===== src/rtl/cmp_pipe.sv =====
// Two-stage pipelined relational compare / MIN-MAX unit with
// valid/ready handshakes and saturating outcome statistics.
module cmp_pipe #(
    parameter int WIDTH     = 8,
    parameter int RES_WIDTH = 8,
    parameter int CNT_WIDTH = 16
) (
    input  logic                 clk,
    input  logic                 rst_n,
    input  logic                 in_valid,
    output logic                 in_ready,
    input  logic [WIDTH-1:0]     in_a,
    input  logic [WIDTH-1:0]     in_b,
    input  logic [2:0]           in_op,
    input  logic                 in_signed,
    output logic                 out_valid,
    input  logic                 out_ready,
    output logic [RES_WIDTH-1:0] out_result,
    output logic [2:0]           out_flags,
    input  logic                 clr_stats,
    output logic [CNT_WIDTH-1:0] total_count,
    output logic [CNT_WIDTH-1:0] true_count
);

    localparam logic [2:0] OP_EQ  = 3'd0;
    localparam logic [2:0] OP_NE  = 3'd1;
    localparam logic [2:0] OP_LT  = 3'd2;
    localparam logic [2:0] OP_LE  = 3'd3;
    localparam logic [2:0] OP_GT  = 3'd4;
    localparam logic [2:0] OP_GE  = 3'd5;
    localparam logic [2:0] OP_MIN = 3'd6;

    logic                 s1_valid;
    logic [WIDTH-1:0]     s1_a;
    logic [WIDTH-1:0]     s1_b;
    logic [2:0]           s1_op;
    logic                 s1_signed;
    logic                 s2_true;
    logic                 s2_adv;

    logic                 eq;
    logic                 lt;
    logic                 gt;
    logic                 sel_a;
    logic                 pred;
    logic                 is_sel;
    logic [RES_WIDTH-1:0] res;

    assign s2_adv   = !out_valid || out_ready;
    assign in_ready = !s1_valid || s2_adv;

    always_ff @(posedge clk or negedge rst_n) begin
        if (!rst_n) begin
            s1_valid  <= 1'b0;
            s1_a      <= '0;
            s1_b      <= '0;
            s1_op     <= '0;
            s1_signed <= 1'b0;
        end else if (in_ready) begin
            s1_valid <= in_valid;
            if (in_valid) begin
                s1_a      <= in_a;
                s1_b      <= in_b;
                s1_op     <= in_op;
                s1_signed <= in_signed;
            end
        end
    end

    // Signed mode flips both sign bits so one unsigned compare serves both.
    always_comb begin
        eq = (s1_a == s1_b);
        lt = ({s1_a[WIDTH-1] ^ s1_signed, s1_a[WIDTH-2:0]}
            < {s1_b[WIDTH-1] ^ s1_signed, s1_b[WIDTH-2:0]});
        gt = !lt && !eq;
    end

    always_comb begin
        pred   = 1'b0;
        sel_a  = 1'b0;
        is_sel = 1'b0;
        res    = '0;
        case (s1_op)
            OP_EQ:   pred = eq;
            OP_NE:   pred = !eq;
            OP_LT:   pred = lt;
            OP_LE:   pred = lt || eq;
            OP_GT:   pred = gt;
            OP_GE:   pred = gt || eq;
            OP_MIN: begin
                is_sel = 1'b1;
                sel_a  = lt || eq;
            end
            default: begin
                is_sel = 1'b1;
                sel_a  = gt || eq;
            end
        endcase
        if (is_sel) begin
            res[WIDTH-1:0] = sel_a ? s1_a : s1_b;
        end else begin
            res[0] = pred;
        end
    end

    always_ff @(posedge clk or negedge rst_n) begin
        if (!rst_n) begin
            out_valid  <= 1'b0;
            out_result <= '0;
            out_flags  <= '0;
            s2_true    <= 1'b0;
        end else if (s2_adv) begin
            out_valid <= s1_valid;
            if (s1_valid) begin
                out_result <= res;
                out_flags  <= {gt, lt, eq};
                s2_true    <= is_sel ? sel_a : pred;
            end
        end
    end

    // Clear has priority over a same-cycle handshake.
    always_ff @(posedge clk or negedge rst_n) begin
        if (!rst_n) begin
            total_count <= '0;
            true_count  <= '0;
        end else if (clr_stats) begin
            total_count <= '0;
            true_count  <= '0;
        end else if (out_valid && out_ready) begin
            if (total_count != '1) begin
                total_count <= total_count + 1'b1;
            end
            if (s2_true && (true_count != '1)) begin
                true_count <= true_count + 1'b1;
            end
        end
    end

endmodule


===== config.mk =====
export PLATFORM = sky130hd
export DESIGN_NAME = cmp_pipe
export DESIGN_NICKNAME = d
export VERILOG_FILES = /design/src/rtl/cmp_pipe.sv
export SDC_FILE = /design/constraint.sdc
export NUM_CORES = 1
export LEC_CHECK = 0
export BUFFER_PORTS_ARGS = -buffer_cell sky130_fd_sc_hd__buf_4
export CAP_MARGIN = 15
export CORE_ASPECT_RATIO = 1.1
export CORE_MARGIN = 2
export CORE_UTILIZATION = 50
export CTS_BUF_LIST = sky130_fd_sc_hd__clkbuf_8 sky130_fd_sc_hd__clkbuf_16
export CTS_CLUSTER_SIZE = 14
export DETAILED_ROUTE_END_ITERATION = 7
export PLACE_DENSITY = 0.74
export SLEW_MARGIN = 10
export SYNTH_ARGS = -nofsm -noshare
export SYNTH_HDL_FRONTEND = slang
export SYNTH_SLANG_ARGS = --single-unit

===== constraint.sdc =====
create_clock -name clk -period 2.9 [get_ports clk]
set_clock_uncertainty 0.2 [all_clocks]
set_input_delay 0 -clock clk [delete_from_list [all_inputs] [get_ports clk]]
set_output_delay 0 -clock clk [all_outputs]
set_load 0.02 [all_outputs]

# --- Yosys cells after proc, flatten, opt, wreduce, memory -nomap -nowiden ---
# Index checks and enable logic that the tools add are counted.
op_classes:
  addsub: 2
  n_mul: 0
  div: 0
  order_cmp: 1
  eq_ne: 9
  shifts: 0
  mux: 12
  n_bitwise: 2
  n_reduce_logical: 20
ops:
  columns: ["cell", "count"]
  rows:
  - ["16-bit 2-to-1 mux", 6]
  - ["16-bit by 1-bit adder with 16-bit output, second input constant", 2]
  - ["16-bit != test, second input constant", 2]
  - ["3-bit equality test, second input constant", 3]
  - ["8-bit equality test", 1]
  - ["8-bit less-than comparator", 1]
  - ["8-bit 2-to-1 mux", 1]
  - ["2-bit AND reduction", 4]
  - ["7-bit 2-to-1 mux", 1]
  - ["3-bit by 2-bit equality test with 1-bit output, second input constant", 2]
  - ["1-bit case mux with 6 select lines", 1]
  - ["2-bit nonzero test", 3]
  - ["6-bit OR reduction", 1]
  - ["1-bit logical NOT", 4]
  - ["1-bit logical OR", 4]
  - ["3-bit by 1-bit equality test with 1-bit output, second input constant", 1]
  - ["1-bit logical AND", 3]
  - ["3-bit logical NOT", 1]
  - ["1-bit 2-to-1 mux", 2]
  - ["1-bit case mux with 2 select lines", 1]
  - ["1-bit XOR", 2]
totals:
  register_bits: 66
  latch_bits: 0
  ram_bits: 0
  romBits: 0
  out_inout_bits: 45
  elab_cells: 57
  n_memories: 0

# --- Longest topological paths before layout ---
# Gate-level depths: netlist of run 1.
logic_depth:
  ltp_word: 8
  ltp_mapped: 8

# --- Worst setup path after synthesis of run 1 ---
# OpenSTA, ideal clock, no wires.
synth_timing:
  kind: "reg2reg"
  from: "register s1_a[2]"
  to: "register s2_true"
  setup_ns: 0.126
  arrival_ns: 2.197
  required_time_ns: 2.574
  slack_ns: 0.377
  path_stages_with_launch: 8
  cell_sequence: "dfrtp_1 ha_1 and3_1 a221oi_1 o32a_1 mux2i_4 nor2_1 o32a_1"
synth_via:
  elab_chain_cells: 6
synth_lines:
  columns: ["item", "line", "text"]
  rows:
  - ["start, declared", "34", "logic [WIDTH-1:0] s1_a;"]
  - ["start signal, assigned", "62", "s1_a <= in_a;"]
  - ["8-bit less-than comparator or 8-bit equality test (tied branches)", "74, 72", null]
  - ["1-bit logical NOT (on tied branches)", "75, 85", null]
  - ["1-bit logical AND", "75", "gt = !lt && !eq;"]
  - ["1-bit logical OR", "89, 96", null]
  - ["1-bit case mux with 6 select lines or 1-bit case mux with 2 select lines (tied branches)", "83", "case (s1_op)"]
  - ["1-bit 2-to-1 mux (*)", "117", "s2_true <= is_sel ? sel_a : pred;"]
  - ["end signal, assigned", "117", null]
  - ["end, declared", "38", "logic s2_true;"]
# Mark *: on every way between the ends. The rest lies on a longest branch, timed or not.
# A chain may end at the register's enable or synchronous reset.

# --- Worst setup path after layout of run 1 ---
layout_timing:
  from: "register s1_b[2]"
  to: "register out_result[1]"
layout_via:
  elab_chain_cells: 7
layout_lines:
  columns: ["item", "line", "text"]
  rows:
  - ["start, declared", "35", "logic [WIDTH-1:0] s1_b;"]
  - ["start signal, assigned", "63", "s1_b <= in_b;"]
  - ["8-bit less-than comparator or 8-bit equality test (tied branches)", "74, 72", null]
  - ["1-bit logical NOT", "75", null]
  - ["1-bit logical AND", "75", null]
  - ["1-bit logical OR", "96", "sel_a = gt || eq;"]
  - ["1-bit case mux with 2 select lines (*)", "83", null]
  - ["8-bit 2-to-1 mux (*)", "100", "res[WIDTH-1:0] = sel_a ? s1_a : s1_b;"]
  - ["7-bit 2-to-1 mux (*)", "99", "if (is_sel) begin"]
  - ["end signal, assigned", "115", "out_result <= res;"]
  - ["end, declared", "18", "output logic [RES_WIDTH-1:0] out_result,"]
# Marked as above.

==> impl_metrics.json, run 1 <==
{
  "h-tree-depth": 3,
  "area_growth_pct": 32.1,
  "grt_max_degree": 67,
  "layout_common_cells": "buf_4 (74), dfrtp_1 (66), nor2_1 (39), nand2_1 (33), dlygate4sd3_1 (25)",
  "syn_area_um2": 3290,
  "layout_commonest_cell": "buf_4",
  "vias_per_cell": 5.30,
  "relSlewSlack": 0.392,
  "antenna_cells": 0,
  "grt_pass1_wl_um": 11900,
  "numPortBuffers": 69,
  "crit_fanout": 9,
  "tritoncts": "built",
  "cts_setup_buffers": 0,
  "syn_nets": 349,
  "nNetsFinal": 449,
  "worstSkewPairLatency_ns": 0.34,
  "worstSetupPathType": "flop to flop",
  "setup_viol": 0,
  "die-area_um2": 7240,
  "fmax_mhz": 368,
  "status": "finished clean",
  "final_util": 0.671,
  "via_count": 2654,
  "hpwlAfterDp_um": 4810,
  "avgSynthCellArea_um2": 10.4,
  "crit_required_ns": 2.91,
  "first_iter_violations": 130,
  "fp.coreArea_um2": 6480,
  "dominantRegCellSynth": "dfrtp_1",
  "min_path_type": "primary input to asynchronous set/reset pin",
  "gp_congestion": 0.833,
  "slew_viol_final": 0,
  "routedWlPerCell_um": 14.3,
  "ys_seq_area_frac": 0.502,
  "hold_viol": 0,
  "grt-ovfl-total": 0,
  "grt_setup_unrepaired": "no",
  "tns_ns": 0,
  "crit_arrival_ns": 2.73,
  "cts_buffers": 9,
  "antenna_found_initial": 0,
  "ys_ff_latch": 66,
  "ios": 70,
  "end_kind": "flop",
  "cts_resized": 0,
  "grt_pass1_vias": 2548,
  "cts.sinks": 66,
  "detail-route-antenna-nets": 0,
  "synth-edff-count": 0,
  "crit_path_start_kind": "flop",
  "rows": 31,
  "synth_cell_types": 37,
  "synthCells": 315,
  "cts_max_path_buffers": 2,
  "min_period_over_period": 0.937,
  "root_buffer": "clkbuf_8",
  "finalCriticalPeriod_ns": 2.72,
  "ff2ff_path_depth": 9,
  "grt.total_usage": 0.217,
  "yosysWarnings": 0,
  "drc": 0,
  "peakVddDrop_mv": 0.384,
  "die_h_um": 89.1,
  "totalWireLength_um": 7150,
  "async_flop_share": 1.00,
  "die_w_um": 81.3,
  "drive_above_1_share": 0.265,
  "first_pass_iters": 4,
  "power_density_nw_per_um2": 551,
  "leakagePower_uw": 0.00204,
  "max_slew.worst_pin.slew_ns": 0.889,
  "path_clk_slew_ns": 0.07,
  "start_util": 0.508,
  "drv_cap": 0
}
-- layer usage --
layer / vias to the layer above / part of all wire / routed length (um) / GRT usage
met5: - / 0 / 0 / 0
met4: 0 / 0.017 / 125 / 0.0924
met3: 11 / 0.046 / 330 / 0.0525
met2: 69 / 0.50 / 3600 / 0.362
met1: 1286 / 0.43 / 3100 / 0.270
li1: 1288 / - / - / -
-- metrics by stage --
| stage | power (uW) | setup slack (ns) | area, um^2 | std cells | hold slack (ns) |
|---|---|---|---|---|---|
| after global routing | 2530 | 0.00259 | 4340 | 501 | 0.173 |
| after detailed placement | 1640 | 0.223 | 3910 | 461 | -0.0424 |
| after global placement | 1620 | 0.311 | 3910 | 461 | -0.0496 |
| after CTS | 2420 | 0.160 | 4340 | 501 | 0.135 |
| after floorplan | 1430 | 0.377 | 3290 | 315 | -0.496 |
| final | 2390 | 0.182 | 4340 | 501 | 0.0999 |
-- cell type report --
| cell class | instances | area [um^2] |
|---|---|---|
| Inverter | 17 | 63.8 |
| Clock inverter | 5 | 47.5 |
| Multi-Input combinational cell | 222 | 1540 |
| Sequential cell | 66 | 1650 |
| Clock buffer | 10 | 138 |
| Tap cell | 82 | 103 |
| Fill cell | 537 | 2130 |
| Timing Repair Buffer | 99 | 806 |
-- critical path: stages, from the launching register on --
cell,delay (ns)
dfrtp_1,0.39
inv_1,0.06
ha_1,0.28
and3_1,0.19
a221oi_1,0.30
o32a_1,0.33
mux2i_4,0.29
buf_4,0.23
mux2i_1,0.23
o31ai_1,0.09
-- cell usage after synthesis, types with 4 or more instances --
library cell | n | area [um^2]
a2111oi_0 | 4 | 35.0
and3_1 | 6 | 37.5
clkbuf_1 | 8 | 30.0
dfrtp_1 | 66 | 1650
ha_1 | 9 | 113
inv_1 | 17 | 63.8
mux2_2 | 21 | 236
mux2i_1 | 10 | 100
nand2_1 | 33 | 124
nand2b_1 | 6 | 37.5
nand3_1 | 9 | 45.0
nand3b_1 | 4 | 30.0
nand4_1 | 12 | 75.1
nor2_1 | 39 | 146
nor4_1 | 4 | 25.0
o31ai_1 | 7 | 52.6
xnor2_1 | 17 | 149
xor2_1 | 13 | 114
-- final timing paths --
| path | start | to | slack (ns) |
|---|---|---|---|
| worst min-delay path | rst_n | true_count[8] | 0.1 |
| worst max-delay path | s1_b[2] | out_result[1] | 0.18 |
| max in group asynchronous | rst_n | s1_b[0] | 1.86 |
| worst max register to register | s1_b[2] | out_result[1] | 0.18 |
| min in group clk | in_a[0] | s1_a[0] | 0.22 |
| worst min register to register | out_flags[0] | out_flags[0] | 0.29 |
-- flip-flops by register name (all words and copies together), names as in the netlist --
| register | count |
|---|---|
| out_valid | 1 |
| s1_b | 8 |
| s2_true | 1 |
| out_flags | 3 |
| out_result | 8 |
| s1_op | 3 |
| s1_valid | 1 |
| s1_a | 8 |
| s1_signed | 1 |
| total_count | 16 |
| true_count | 16 |
-- logic make-up (layout without fill, tap and decap cells) --
kind of cell,after synthesis,after routing,share of synthesized area
simple gates,124,124,0.182
fa+ha+maj,9,9,0.0342
buf+inv,27,131,0.0308
flops,66,66,0.502
mux,32,32,0.109
compound gates,27,27,0.0613
xor+xnor,30,30,0.0799
-- where the power goes --
part	internal, uW	total (uW)	leakage (uW)	switching, uW
clock	407	744	0.000105	337
combinational	276	551	0.00108	275
sequential	1010	1100	0.000855	86.4
-- what timing repair did --
item / 4_1_cts / 5_1_grt
endpoints found under the hold margin: 120 / 0
hold buffers: 25 / 0
endpoints found under the setup margin: 0 / 5
Note: power is estimated with default switching activity, not from simulation.
==> inputs of run 2 (changes only) <==
CORE_UTILIZATION = 54   (was 50)
PLACE_DENSITY = 0.79   (was 0.74)
==> run 2 against run 1 <==
Clock power is 15% higher. Highest routed layer unchanged. Sequential share of layout area shrank 0.24 points. Worst setup slack better by 0.042 ns. Fmax rose by 1.6%. Utilization increased by 7.8 points. Sequential power barely moved. Count of clock-buffer cells in the layout unchanged. Critical path depth down 1. Combinational power is essentially flat. Die area decreased by 7.1%. Register-to-register slack gained 0.04 ns. Largest cell class unchanged.
==> impl_metrics.json, run 2 (synthesized netlist as in run 1, its figures left out) <==
{
  "drive_above_1_share": 0.269,
  "layout_common_cells": "buf_4 (74), dfrtp_1 (66), nor2_1 (39), nand2_1 (33), dlygate4sd3_1 (25)",
  "min_path_type": "primary input to asynchronous set/reset pin",
  "via_count": 2666,
  "hold_viol": 0,
  "slew_viol_final": 0,
  "comb_power_share": 0.221,
  "grt_setup_unrepaired": "no",
  "rows": 29,
  "worstSetupPathType": "flop to flop",
  "leakagePower_uw": 0.00205,
  "relSlewSlack": 0.402,
  "routedWlPerCell_um": 14.4,
  "totalWireLength_um": 7160,
  "worstSkewPairLatency_ns": 0.35,
  "vias_per_cell": 5.36,
  "critPathCapture": "out_result[1]",
  "multi_input_area_um2": 1540,
  "nNetsFinal": 449,
  "tns_ns": 0,
  "area_growth_pct": 33.0,
  "die_w_um": 78.4,
  "cts_setup_buffers": 0,
  "reg.largest.list": "total_count: 16 flops, true_count: 16 flops",
  "peakVddDrop_mv": 0.367,
  "status": "finished clean",
  "min_period_over_period": 0.923,
  "antenna_cells": 0,
  "crit_path_start_kind": "flop",
  "first_iter_violations": 173,
  "grt_max_degree": 67,
  "power_density_nw_per_um2": 574,
  "gp_congestion": 0.807,
  "switching_share": 0.287,
  "tritoncts": "built",
  "crit_fanout": 9,
  "ios": 70,
  "detail-route-antenna-nets": 0,
  "rrSetupSlack_ns": 0.22,
  "reg2reg_from": "s1_a[2]",
  "cts_resized": 0,
  "first_pass_iters": 4,
  "layout_commonest_cell": "buf_4",
  "grt_pass1_wl_um": 12100,
  "drc": 0,
  "grt.total_usage": 0.232,
  "antenna_found_initial": 0,
  "switchingPower_uw": 721,
  "p_clk_frac": 0.342,
  "p_int_uw": 1790,
  "final_util": 0.748,
  "critPathLaunch": "s1_a[2]",
  "start_util": 0.563,
  "drv_cap": 0,
  "cts.sinks": 66,
  "fillers": 407,
  "seq_area_um2": 1650,
  "p_seq_frac": 0.437,
  "crit_required_ns": 2.92,
  "cts_buffers": 9,
  "finalWorstSetupSlack_ns": 0.224,
  "grt_pass1_vias": 2661,
  "die_h_um": 85.8,
  "ff2ff_path_depth": 8,
  "fp.coreArea_um2": 5840,
  "root_buffer": "clkbuf_8",
  "setup_viol": 0,
  "crit_arrival_ns": 2.70,
  "numPortBuffers": 69,
  "grt-ovfl-total": 0,
  "finalCriticalPeriod_ns": 2.68,
  "hold_buffers": 25,
  "die-area_um2": 6730,
  "max_slew.worst_pin.slew_ns": 0.875,
  "fmax_mhz": 374,
  "post-place-ws_ns": 0.234,
  "end_kind": "flop",
  "cts_max_path_buffers": 2,
  "h-tree-depth": 3,
  "r2r-end": "out_result[1]",
  "hpwlAfterDp_um": 4810,
  "path_clk_slew_ns": 0.07
}
-- run 2: cell count changes in the layout (fill, tap and decap cells not counted), sizes merged --
cell,previous run,this run
bufinv,1,2
clkinvlp,0,1
inv,19,18
-- run 2: power groups by stage --
stage	sequential [uW]	clock (uW)	combinational [uW]
finish	1100	859	554
CTS	1090	871	558
floorplan	1140	0	295
global route	1110	916	609
detailed placement	1110	0	527
global placement	1110	0	512
-- run 2: worst max-delay path: stages (launching register included) --
cell      delay (ns)
dfrtp_1         0.40
ha_1            0.31
and3_1          0.20
a221oi_1        0.28
o32a_1          0.35
mux2i_4         0.28
buf_4           0.23
mux2i_1         0.22
o31ai_1         0.09
-- run 2: metal layers --
metal | share of wire | wire length, um | vias to the layer above | track usage
li1 | - | - | 1286 | -
met1 | 0.43 | 3060 | 1299 | 0.275
met2 | 0.51 | 3650 | 67 | 0.398
met3 | 0.039 | 282 | 14 | 0.0442
met4 | 0.023 | 162 | 0 | 0.129
met5 | 0 | 0 | - | 0
-- run 2: stage by stage --
step	cells	power, uW	cell area (um^2)	hold slack (ns)
2_1_floorplan	315	1430	3290	-0.496
3_3_place_gp	456	1620	3900	-0.0514
3_5_place_dp	456	1640	3900	-0.0521
4_1_cts	497	2520	4370	0.122
5_1_grt	497	2630	4370	0.180
6_report	497	2510	4370	0.0956
-- run 2: worst min-delay path by stage --
| stage | to | slack, ns |
|---|---|---|
| 4_1_cts | true_count[8] | 0.12 |
| 2_1_floorplan | out_flags[0] | -0.50 |
| 5_1_grt | true_count[8] | 0.18 |
| 6_report | true_count[7] | 0.1 |
| 3_5_place_dp | true_count[8] | -0.05 |
| 3_3_place_gp | true_count[9] | -0.05 |
-- run 2: area by class of cell --
cell class / instances / share of cell area
Multi-Input combinational cell: 222 / 0.351
Clock inverter: 6 / 0.0186
Clock buffer: 10 / 0.0315
Tap cell: 77 / 0.0220
Inverter: 17 / 0.0146
Timing Repair Buffer: 99 / 0.184
Sequential cell: 66 / 0.378
==> inputs of run 3 (changes only) <==
clock period = 2.7 ns   (was 2.9 ns; I/O delays follow)
==> run 3 against run 2 <==
Hold slack gained 0.0010 ns. Utilization increased by 0.36 points. Final cell count up 0.80%. First-iteration DRC count increased by 1.7%. Wire length fell by 0.70%. Fmax up 3.2%. Clock power is 2% lower. Worst setup slack got worse by 0.12 ns. Largest cell class unchanged. Sequential share of layout area shrank 0.18 points.
==> impl_metrics.json, run 3 (synthesized netlist as in run 1, its figures left out) <==
{
  "reg.largest.list": "total_count: 16 flops, true_count: 16 flops",
  "power_density_nw_per_um2": 603,
  "fmax_mhz": 386,
  "fp.coreArea_um2": 5840,
  "seq_area_um2": 1650,
  "area_growth_pct": 33.6,
  "cts_max_path_buffers": 2,
  "crit_required_ns": 2.73,
  "total_power_uw": 2650,
  "finalCriticalPeriod_ns": 2.59,
  "layout_common_cells": "buf_4 (78), dfrtp_1 (66), nor2_1 (39), nand2_1 (33), dlygate4sd3_1 (25)",
  "drc": 0,
  "nNetsFinal": 453,
  "min_path_type": "primary input to asynchronous set/reset pin",
  "routedWlPerCell_um": 14.2,
  "drv_cap": 0,
  "first_pass_iters": 5,
  "detail-route-antenna-nets": 0,
  "antenna_found_initial": 0,
  "layout_commonest_cell": "buf_4",
  "hpwlAfterDp_um": 4770,
  "crit_fanout": 5,
  "leakagePower_uw": 0.00206,
  "timing.hold.ws_ns": 0.0967,
  "fillers": 407,
  "antenna_cells": 0,
  "status": "finished clean",
  "grt_pass1_wl_um": 12200,
  "first_iter_violations": 176,
  "gp_congestion": 0.837,
  "cts_buffers": 9,
  "min_period_over_period": 0.960,
  "crit_arrival_ns": 2.62,
  "end_kind": "flop",
  "cts.sinks": 66,
  "totalWireLength_um": 7110,
  "grt_max_degree": 67,
  "h-tree-depth": 3,
  "rows": 29,
  "tritoncts": "built",
  "ios": 70,
  "worstSetupPathType": "flop to flop",
  "die_w_um": 78.4,
  "slew_viol_final": 0,
  "multi_input_area_um2": 1540,
  "path_clk_slew_ns": 0.07,
  "via_count": 2683,
  "drive_above_1_share": 0.281,
  "vias_per_cell": 5.36,
  "start_util": 0.563,
  "peakVddDrop_mv": 0.429,
  "grt.total_usage": 0.232,
  "grt-ovfl-total": 0,
  "setup_viol": 0,
  "numPortBuffers": 69,
  "die-area_um2": 6730,
  "max_slew.worst_pin.slew_ns": 0.993,
  "relSlewSlack": 0.321,
  "root_buffer": "clkbuf_8",
  "hold_viol": 0,
  "die_h_um": 85.8,
  "grt_pass1_vias": 2741,
  "crit_path_start_kind": "flop",
  "worstSkewPairLatency_ns": 0.34
}
==> run 3: area by class of cell <==
type | count | share of cell area
multi-input combinational | 222 | 0.351
clock inverter | 5 | 0.0120
timing repair buffer | 103 | 0.190
inverter | 17 | 0.0145
sequential | 66 | 0.376
tap | 77 | 0.0219
clock buffer | 11 | 0.0345
==> run 3: path summary, 6_finish.rpt <==
path / slack [ns] / end / startpoint / cells past startpoint
worst min register to register: 0.30 / out_result[1] / out_result[1] / 2
worst min-delay path: 0.1 / true_count[7] / rst_n / 2
worst max register to register: 0.11 / s2_true / s1_b[3] / 7
min in group clk: 0.23 / s1_a[4] / in_a[4] / 3
max in group asynchronous: 1.67 / s1_b[1] / rst_n / 2
worst max-delay path: 0.11 / s2_true / s1_b[3] / 7
==> run 3: layer usage <==
metal / share of wire / vias up / wire length (um) / track usage
met1: 0.41 / 1295 / 2910 / 0.278
met5: 0 / - / 0 / 0
met3: 0.052 / 9 / 371 / 0.0684
li1: - / 1301 / - / -
met2: 0.53 / 78 / 3730 / 0.400
met4: 0.014 / 0 / 98 / 0.0813
==> run 3: worst max-delay path: stages, from the launching register on <==
cell and delay [ns]:
dfrtp_1 0.37, inv_1 0.05, ha_1 0.31, and3_1 0.21, nand4_1 0.22, nor4bb_1 0.21, or4_1 0.55, o32a_1 0.35
==> run 3: where the power goes <==
| group | total (uW) | switching [uW] | internal (uW) |
|---|---|---|---|
| clock | 846 | 374 | 472 |
| combinational | 625 | 305 | 320 |
| sequential | 1180 | 90.5 | 1090 |
| total | 2650 | 770 | 1880 |
==> run 3: timing repair <==
action	CTS	global route
setup endpoints to repair	0	7
resized for setup	0	2
endpoints found under the hold margin	120	0
hold buffers	25	0
buffers inserted	0	1
==> run 3: per-stage QoR <==
| step | setup TNS [ns] | std cells | area (um^2) | utilization | setup WS [ns] |
|---|---|---|---|---|---|
| detailed placement | 0 | 459 | 3930 | 0.672 | 0.0733 |
| CTS | 0 | 500 | 4380 | 0.750 | 0.0774 |
| global placement | 0 | 459 | 3930 | 0.672 | 0.197 |
| global route | -0.0345 | 501 | 4390 | 0.752 | -0.0254 |
| finish | 0 | 501 | 4390 | 0.752 | 0.108 |
| floorplan | 0 | 315 | 3290 | - | 0.177 |
